### src/rtl/imm_gen_stage.sv
// imm_gen_stage: RISC-V immediate decode behind a valid/ready output register plus one skid entry,
// with a saturating debug count of accepted unknown opcodes.
module imm_gen_stage #(
    parameter int XLEN         = 64,
    parameter bit BYTE_OFFSETS = 1'b1,
    parameter int CNT_W        = 8
) (
    input  logic             clk,
    input  logic             reset,
    input  logic             in_valid,
    output logic             in_ready,
    input  logic [31:0]      in_inst,
    input  logic             flush,
    output logic             out_valid,
    input  logic             out_ready,
    output logic [XLEN-1:0]  out_imm,
    output logic [2:0]       out_fmt,
    output logic             out_illegal,
    input  logic             clear_count,
    output logic [CNT_W-1:0] unk_count
);
    localparam logic [2:0] FMT_NONE = 3'd0;
    localparam logic [2:0] FMT_I    = 3'd1;
    localparam logic [2:0] FMT_S    = 3'd2;
    localparam logic [2:0] FMT_B    = 3'd3;
    localparam logic [2:0] FMT_U    = 3'd4;
    localparam logic [2:0] FMT_J    = 3'd5;

    logic signed [31:0] raw, adj;
    logic [XLEN-1:0]    dec_imm;
    logic [2:0]         dec_fmt;
    logic               dec_ill;
    logic               acc, load;

    logic             out_v_q, out_v_d, out_ill_q, out_ill_d;
    logic [XLEN-1:0]  out_imm_q, out_imm_d;
    logic [2:0]       out_fmt_q, out_fmt_d;
    logic             sk_v_q, sk_v_d, sk_ill_q, sk_ill_d;
    logic [XLEN-1:0]  sk_imm_q, sk_imm_d;
    logic [2:0]       sk_fmt_q, sk_fmt_d;
    logic [CNT_W-1:0] cnt_q, cnt_d;

    always_comb begin
        raw     = '0;
        dec_fmt = FMT_NONE;
        dec_ill = 1'b0;
        case (in_inst[6:0])
            7'b0010011, 7'b0000011, 7'b1100111, 7'b0011011: begin
                dec_fmt = FMT_I;
                raw     = {{20{in_inst[31]}}, in_inst[31:20]};
            end
            7'b0100011: begin
                dec_fmt = FMT_S;
                raw     = {{20{in_inst[31]}}, in_inst[31:25], in_inst[11:7]};
            end
            7'b1100011: begin
                dec_fmt = FMT_B;
                raw     = {{19{in_inst[31]}}, in_inst[31], in_inst[7], in_inst[30:25], in_inst[11:8], 1'b0};
            end
            7'b0110111, 7'b0010111: begin
                dec_fmt = FMT_U;
                raw     = {in_inst[31:12], 12'b0};
            end
            7'b1101111: begin
                dec_fmt = FMT_J;
                raw     = {{11{in_inst[31]}}, in_inst[31], in_inst[19:12], in_inst[20], in_inst[30:21], 1'b0};
            end
            7'b0110011, 7'b0111011: dec_ill = 1'b0;
            default: dec_ill = 1'b1;
        endcase
    end

    // halfword-count mode only rescales the branch/jump offsets
    assign adj     = (!BYTE_OFFSETS && (dec_fmt == FMT_B || dec_fmt == FMT_J)) ? raw >>> 1 : raw;
    assign dec_imm = XLEN'(adj);

    assign in_ready = !sk_v_q;
    assign acc      = in_valid && in_ready;
    assign load     = !out_v_q || out_ready;

    always_comb begin
        out_v_d   = out_v_q;
        out_imm_d = out_imm_q;
        out_fmt_d = out_fmt_q;
        out_ill_d = out_ill_q;
        sk_v_d    = sk_v_q;
        sk_imm_d  = sk_imm_q;
        sk_fmt_d  = sk_fmt_q;
        sk_ill_d  = sk_ill_q;
        if (flush) begin
            out_v_d = 1'b0;
            sk_v_d  = 1'b0;
        end else if (load && sk_v_q) begin
            out_v_d   = 1'b1;
            out_imm_d = sk_imm_q;
            out_fmt_d = sk_fmt_q;
            out_ill_d = sk_ill_q;
            sk_v_d    = 1'b0;
        end else if (load) begin
            out_v_d = acc;
            if (acc) begin
                out_imm_d = dec_imm;
                out_fmt_d = dec_fmt;
                out_ill_d = dec_ill;
            end
        end else if (acc) begin
            sk_v_d   = 1'b1;
            sk_imm_d = dec_imm;
            sk_fmt_d = dec_fmt;
            sk_ill_d = dec_ill;
        end
        cnt_d = clear_count ? '0 : (acc && dec_ill && !(&cnt_q)) ? cnt_q + CNT_W'(1) : cnt_q;
    end

    always_ff @(posedge clk or posedge reset) begin
        if (reset) begin
            out_v_q   <= 1'b0;
            out_imm_q <= '0;
            out_fmt_q <= FMT_NONE;
            out_ill_q <= 1'b0;
            sk_v_q    <= 1'b0;
            sk_imm_q  <= '0;
            sk_fmt_q  <= FMT_NONE;
            sk_ill_q  <= 1'b0;
            cnt_q     <= '0;
        end else begin
            out_v_q   <= out_v_d;
            out_imm_q <= out_imm_d;
            out_fmt_q <= out_fmt_d;
            out_ill_q <= out_ill_d;
            sk_v_q    <= sk_v_d;
            sk_imm_q  <= sk_imm_d;
            sk_fmt_q  <= sk_fmt_d;
            sk_ill_q  <= sk_ill_d;
            cnt_q     <= cnt_d;
        end
    end

    assign out_valid   = out_v_q;
    assign out_imm     = out_imm_q;
    assign out_fmt     = out_fmt_q;
    assign out_illegal = out_ill_q;
    assign unk_count   = cnt_q;
endmodule

### config.mk
export PLATFORM = sky130hd
export DESIGN_NAME = imm_gen_stage
export DESIGN_NICKNAME = d
export VERILOG_FILES = /design/src/rtl/imm_gen_stage.sv
export SDC_FILE = /design/constraint.sdc
export NUM_CORES = 1
export LEC_CHECK = 0
export BUFFER_PORTS_ARGS = -buffer_cell sky130_fd_sc_hd__buf_2
export CORE_MARGIN = 2
export CORE_UTILIZATION = 35
export DETAILED_ROUTE_END_ITERATION = 8
export GPL_ROUTABILITY_DRIVEN = 0
export GPL_TIMING_DRIVEN = 0
export SKIP_CTS_REPAIR_TIMING = 1
export SLEW_MARGIN = 5
export SYNTH_ARGS = -nofsm -noshare
export SYNTH_HDL_FRONTEND = slang
export SYNTH_SLANG_ARGS = --single-unit
### constraint.sdc
create_clock -name clk -period 3.3 [get_ports clk]
set_clock_uncertainty 0.2 [all_clocks]
set_input_delay 0 -clock clk [delete_from_list [all_inputs] [get_ports clk]]
set_output_delay 0 -clock clk [all_outputs]
set_load 0.05 [all_outputs]
**After elaboration in Yosys (flattened, before gate mapping)**

Cells that the tools add are included.

- Bits in registers: 114
- Bits of input ports: 38
- Output and inout port bits: 78
- Word-level logic and storage cells: 66

- $add $sub $neg: 1
- Equality and inequality tests: 12
- Muxes and demuxes: 21
- Bitwise operators: 3
- Reductions and logical operators: 20

Operators by type and width:

| kind | number |
|---|---|
| 64-bit 2-to-1 mux | 3 |
| 32-bit one-hot mux with 5 select lines | 1 |
| 7-bit by 6-bit == test with 1-bit output (second input constant) | 4 |
| 7-bit by 5-bit == test with 1-bit output (second input constant) | 3 |
| 7-bit == test (second input constant) | 3 |
| 8-bit 2-to-1 mux | 2 |
| 3-bit one-hot mux with 5 select lines | 1 |
| 1-bit 2-to-1 mux | 11 |
| 11-bit OR reduction | 1 |
| 3-bit 2-to-1 mux | 3 |
| 8-bit by 1-bit adder with 8-bit output (second input constant) | 1 |
| 8-bit AND reduction | 1 |
| 7-bit by 2-bit == test with 1-bit output (second input constant) | 1 |
| 2-bit nonzero test | 3 |
| 3-bit nonzero test | 2 |
| 1-bit logical AND | 4 |
| 4-bit AND reduction | 1 |
| 4-bit OR reduction | 1 |
| 1-bit logical NOT | 3 |
| 3-bit by 2-bit != test with 1-bit output (second input constant) | 1 |
| 1-bit inverter | 3 |
| 3-bit AND reduction | 1 |
| 2-bit AND reduction | 1 |
| 2-bit OR reduction | 1 |
| 1-bit logical OR | 1 |

**Logic depth before layout (Yosys ltp)**

- Word-level depth: 7
- Depth in mapped cells: 7

**Worst setup path after synthesis**

OpenSTA, ideal clock, no wires.

- Path type: register to register
- Start point: register cnt_q[0], in the netlist unk_count[0]
- End point: register cnt_q[5], in the netlist unk_count[5]
- Setup time: 0.078 ns
- Data arrival time: 1.909 ns
- Required time: 3.022 ns
- Slack: 1.113 ns
- Stages on the path, launching flop included: 7
- Buffers on the path: 0
- Clock period less this slack: 2.187 ns
- Path through: dfrtp_1 ha_1 nand2_1 o311a_1 nand4_1 or4_1 a21oi_1

- Cells in the longest elaborated chain, start to end: 4

RTL lines:

| item | RTL line | RTL |
|---|---|---|
| start, declared | 41 | `logic [CNT_W-1:0] cnt_q, cnt_d;` |
| start signal, assigned | 135 | `cnt_q <= cnt_d;` |
| branches (longest 4 deep; another with 8-bit by 1-bit adder with 8-bit output) | -- |  |

Several ways; the timed one is not identified. The select of a mux whose other input is x is not followed.
A chain may end at the register's enable or synchronous reset.

**Worst setup path after layout**

- Start point: register out_v_q, in the netlist out_valid
- End point: register out_imm_q[8], in the netlist out_imm[8]

- Cells in the longest elaborated chain, start to end: 5

RTL lines:

| item | RTL line | RTL |
|---|---|---|
| start, declared | 35 | `logic out_v_q, out_v_d, out_ill_q, out_ill_d;` |
| start signal, assigned | 127 | `out_v_q <= out_v_d;` |
| 1-bit logical NOT (*) | 79 | `assign load = !out_v_q \|\| out_ready;` |
| 1-bit logical OR (*) | 79 |  |
| 1-bit logical AND | 93 | `end else if (load && sk_v_q) begin` |
| 2-bit nonzero test (no line) | -- |  |
| 3-bit AND reduction (no line) | -- |  |
| end signal, assigned | 128 | `out_imm_q <= out_imm_d;` |
| end, declared | 36 | `logic [XLEN-1:0] out_imm_q, out_imm_d;` |

Mark *: on every way between the ends. The rest lies on a longest branch, timed or not.

==> metrics.md <==
| Metric | Value |
|---|---|
| Status | finished with violations |
| Failing checks | negative hold slack |
| HPWL Detailed | between 8000 and 9000 um |
| Vias in the first global route | 3547 |
| P per Cell Area | ~500 nW/um^2 |
| DR WL/cell | 15.3 um |
| Share of post-route cells with drive strength above 1 | 0.301 |
| Post-synthesis sequential area ratio | 0.491 |
| Async SR Flop Fraction | 1.00 |
| Drt total wl | between 10000 and 15000 um |
| Final-report hold violation count | 19 |
| Commonest non-fill, non-tap cell in the layout | buf_2 |
| M3 GR Usage | 0.0348 |
| DR pass1 iterations | 5 |
| Die height | about 110 um |
| Slew @ Worst Pin | approximately 0.95 ns |
| Finish-stage setup viols | 0 |
| Root buf cell | clkbuf_16 |
| Max Cap Viol | 0 |
| Worst min-delay path category | primary input to flip-flop |
| NumNets Final | ~660 |
| Worst Setup End Kind | flip-flop |
| Area Growth Syn to Fin | 32.5% |
| Initial Util | 0.363 |
| Max rail drop VDD | ~0.26 mV |
| F_max | 458 MHz |
| Initial antenna violation count | 0 |
| GRT overflow | 0 |
| CP Data Required Time | 3.35 ns |
| All-Layer GR Usage | 0.178 |
| Synth top area cells | dfrtp_1 49%, nand2_1 6.3%, a21oi_1 6.2% |
| Final Hold Slack | -0.0785 ns |
| DR vias | approximately 3900 |
| GR Layer Usage met1 | 0.250 |
| Min Tclk post-route | around 2.2 ns |
| Startpoint Class | flip-flop |
| Mapped Area | ~4200 sq um |
| Die Area | about 13000 sq um |
| Commonest non-fill, non-tap cells in the layout | 120 x buf_2, 82 x dfrtp_1, 70 x nand2_1 |
| Placement Rows | 39 |
| Setup total negative slack | 0 ns |
| Placed Area | about 5000 sq um |
| Final instance area | between 5000 and 6000 sq um |
| Syn nets | approximately 500 |
| Static Leakage | 2.86 nW |
| Total core area | roughly 12000 sq um |
| Final Max Tran Viols | 0 |
| Arrival @ worst endpoint | about 2.2 ns |
| Worst Setup Path Type | flip-flop to flip-flop |
| Clk_lat worst skew | 0.33 ns |
| Worst-path clk slew | around 0.06 ns |
| Top-area cell type share of the netlist area | 0.491 |
| Clock Tree Buf Depth | 2 |
| Input/output buffers | between 100 and 150 |
| Synth Register Bits | ~80 |
| Vias per cell | between 5 and 6 |
| N_diodes | 0 |
| Post-Syn Instances | roughly 460 |
| Syn_area_per_cell | 9.05 sq um |
| Starting DRT DRC Count | between 150 and 200 |
| Num CTS Buffers | 9 |
| Met2 Use GR | 0.272 |
| First-pass GRT wire length | 18100 um |
| Tcrit/Tclk final | 0.662 |
| Top FF cell, synth | dfrtp_1 |
| Largest net degree at the start of global routing | 60 |
| Htree depth | 3 |
| Drc violations | 0 |
| Worst rel slew slack | 0.364 |
| IO Count | ~120 |
| EDFF count, synth | 0 |
| CTS tree | done |
| YS warnings | 0 |
| Filler instances | between 1000 and 1500 |
| Max FO, Critical Path | 10 |
| Gr busiest metal | met2 |
| Synth unique cells | 47 |
| Cell taking the most area after synthesis | dfrtp_1 |
| RSZ-0062 raised after global routing | no |
| Clock sinks | 82 |
| Die width | 113 um |
| Routed Antenna Nets | 0 |
[worst paths after layout]
check / start / endpoint / slack, ns / cells past startpoint
max: out_valid / out_imm[8] / 1.12 / 5
min: in_inst[9] / sk_imm_q[2] / -0.08 / 5
max reg2reg: out_valid / out_imm[8] / 1.12 / 5
min reg2reg: sk_imm_q[7] / sk_imm_q[7] / 0.28 / 2
max in group asynchronous: reset / unk_count[6] / 2.30 / 4
min in group asynchronous: reset / sk_imm_q[18] / -0.01 / 3
[Yosys cell counts (2+ instances only)]
library cell  count
a221oi_1          2
a22o_1           11
buf_6             2
nor3_2            2
o21ai_0          28
nand3_1          19
nand2_1          70
a21o_1            3
a31oi_1           6
o22ai_1           3
inv_1            24
nor3_1            5
and3_1            2
or3_1             4
dfrtp_1          82
buf_4            34
buf_2             8
o21ai_1           5
nand2b_1          6
nor2b_1           4
o21a_1            6
nor2_1           16
clkbuf_1         15
and2_1            2
or4_1             2
o2bb2ai_1         2
mux2_2            3
a22oi_1          21
o31ai_1           3
a21oi_1          52
nand4_1           4
[cell families after synthesis]
family          count (synthesis)  share of synthesized area
compound gates                145                      0.212
simple gates                  145                      0.171
buf+inv                        85                      0.113
flops                          82                      0.491
mux                             4                     0.0105
fa+ha+maj                       1                    0.00299
[routing by layer]
| layer | vias up | share of wire | wire length (um) |
|---|---|---|---|
| met5 | - | 0 | 0 |
| li1 | 1896 | - | - |
| met1 | 1833 | 0.47 | 5450 |
| met3 | 13 | 0.055 | 646 |
| met4 | 0 | 0.020 | 232 |
| met2 | 134 | 0.46 | 5360 |
[flip-flops by register name (all words and copies together) (netlist names)]
signal,count
sk_fmt_q,3
sk_v_q,1
out_illegal,1
sk_ill_q,1
out_imm,32
out_valid,1
sk_imm_q,32
unk_count,8
out_fmt,3
[report_power, final]
group	total [mW]	internal, mW	leakage (nW)	switching [mW]
combinational	0.625	0.199	1.66	0.425
sequential	1.18	1.12	1.06	0.0560
clock	0.960	0.552	0.134	0.408
total	2.76	1.87	2.86	0.890
[stage by stage]
stage	setup WS [ns]	total power, mW	instances	utilization
floorplan	0.992	1.63	462	-
global placement	-0.0580	1.77	717	0.427
finish	1.12	2.76	764	0.481
detailed placement	1.15	1.79	718	0.430
CTS	1.12	2.76	734	0.455
global route	0.920	2.89	764	0.481
[final cells by class]
class | count | area [sq um] | share of cell area
flip-flops and latches | 82 | 2050 | 0.370
multi-input cells | 295 | 1660 | 0.299
repair buffers | 143 | 888 | 0.160
plain buffers | 60 | 378 | 0.0682
clock buffers | 11 | 253 | 0.0456
well taps | 143 | 179 | 0.0323
inverters | 25 | 96.3 | 0.0174
clock inverters | 5 | 36.3 | 0.00655
[worst max-delay path, stage by stage (launching register included)]
cell and delay, ns:
dfrtp_1 0.40, nor2b_1 0.17, nor3_2 0.52, clkbuf_1 0.42, o21ai_0 0.20, o21ai_0 0.19
No activity file was read; power rests on OpenSTA's default activity.
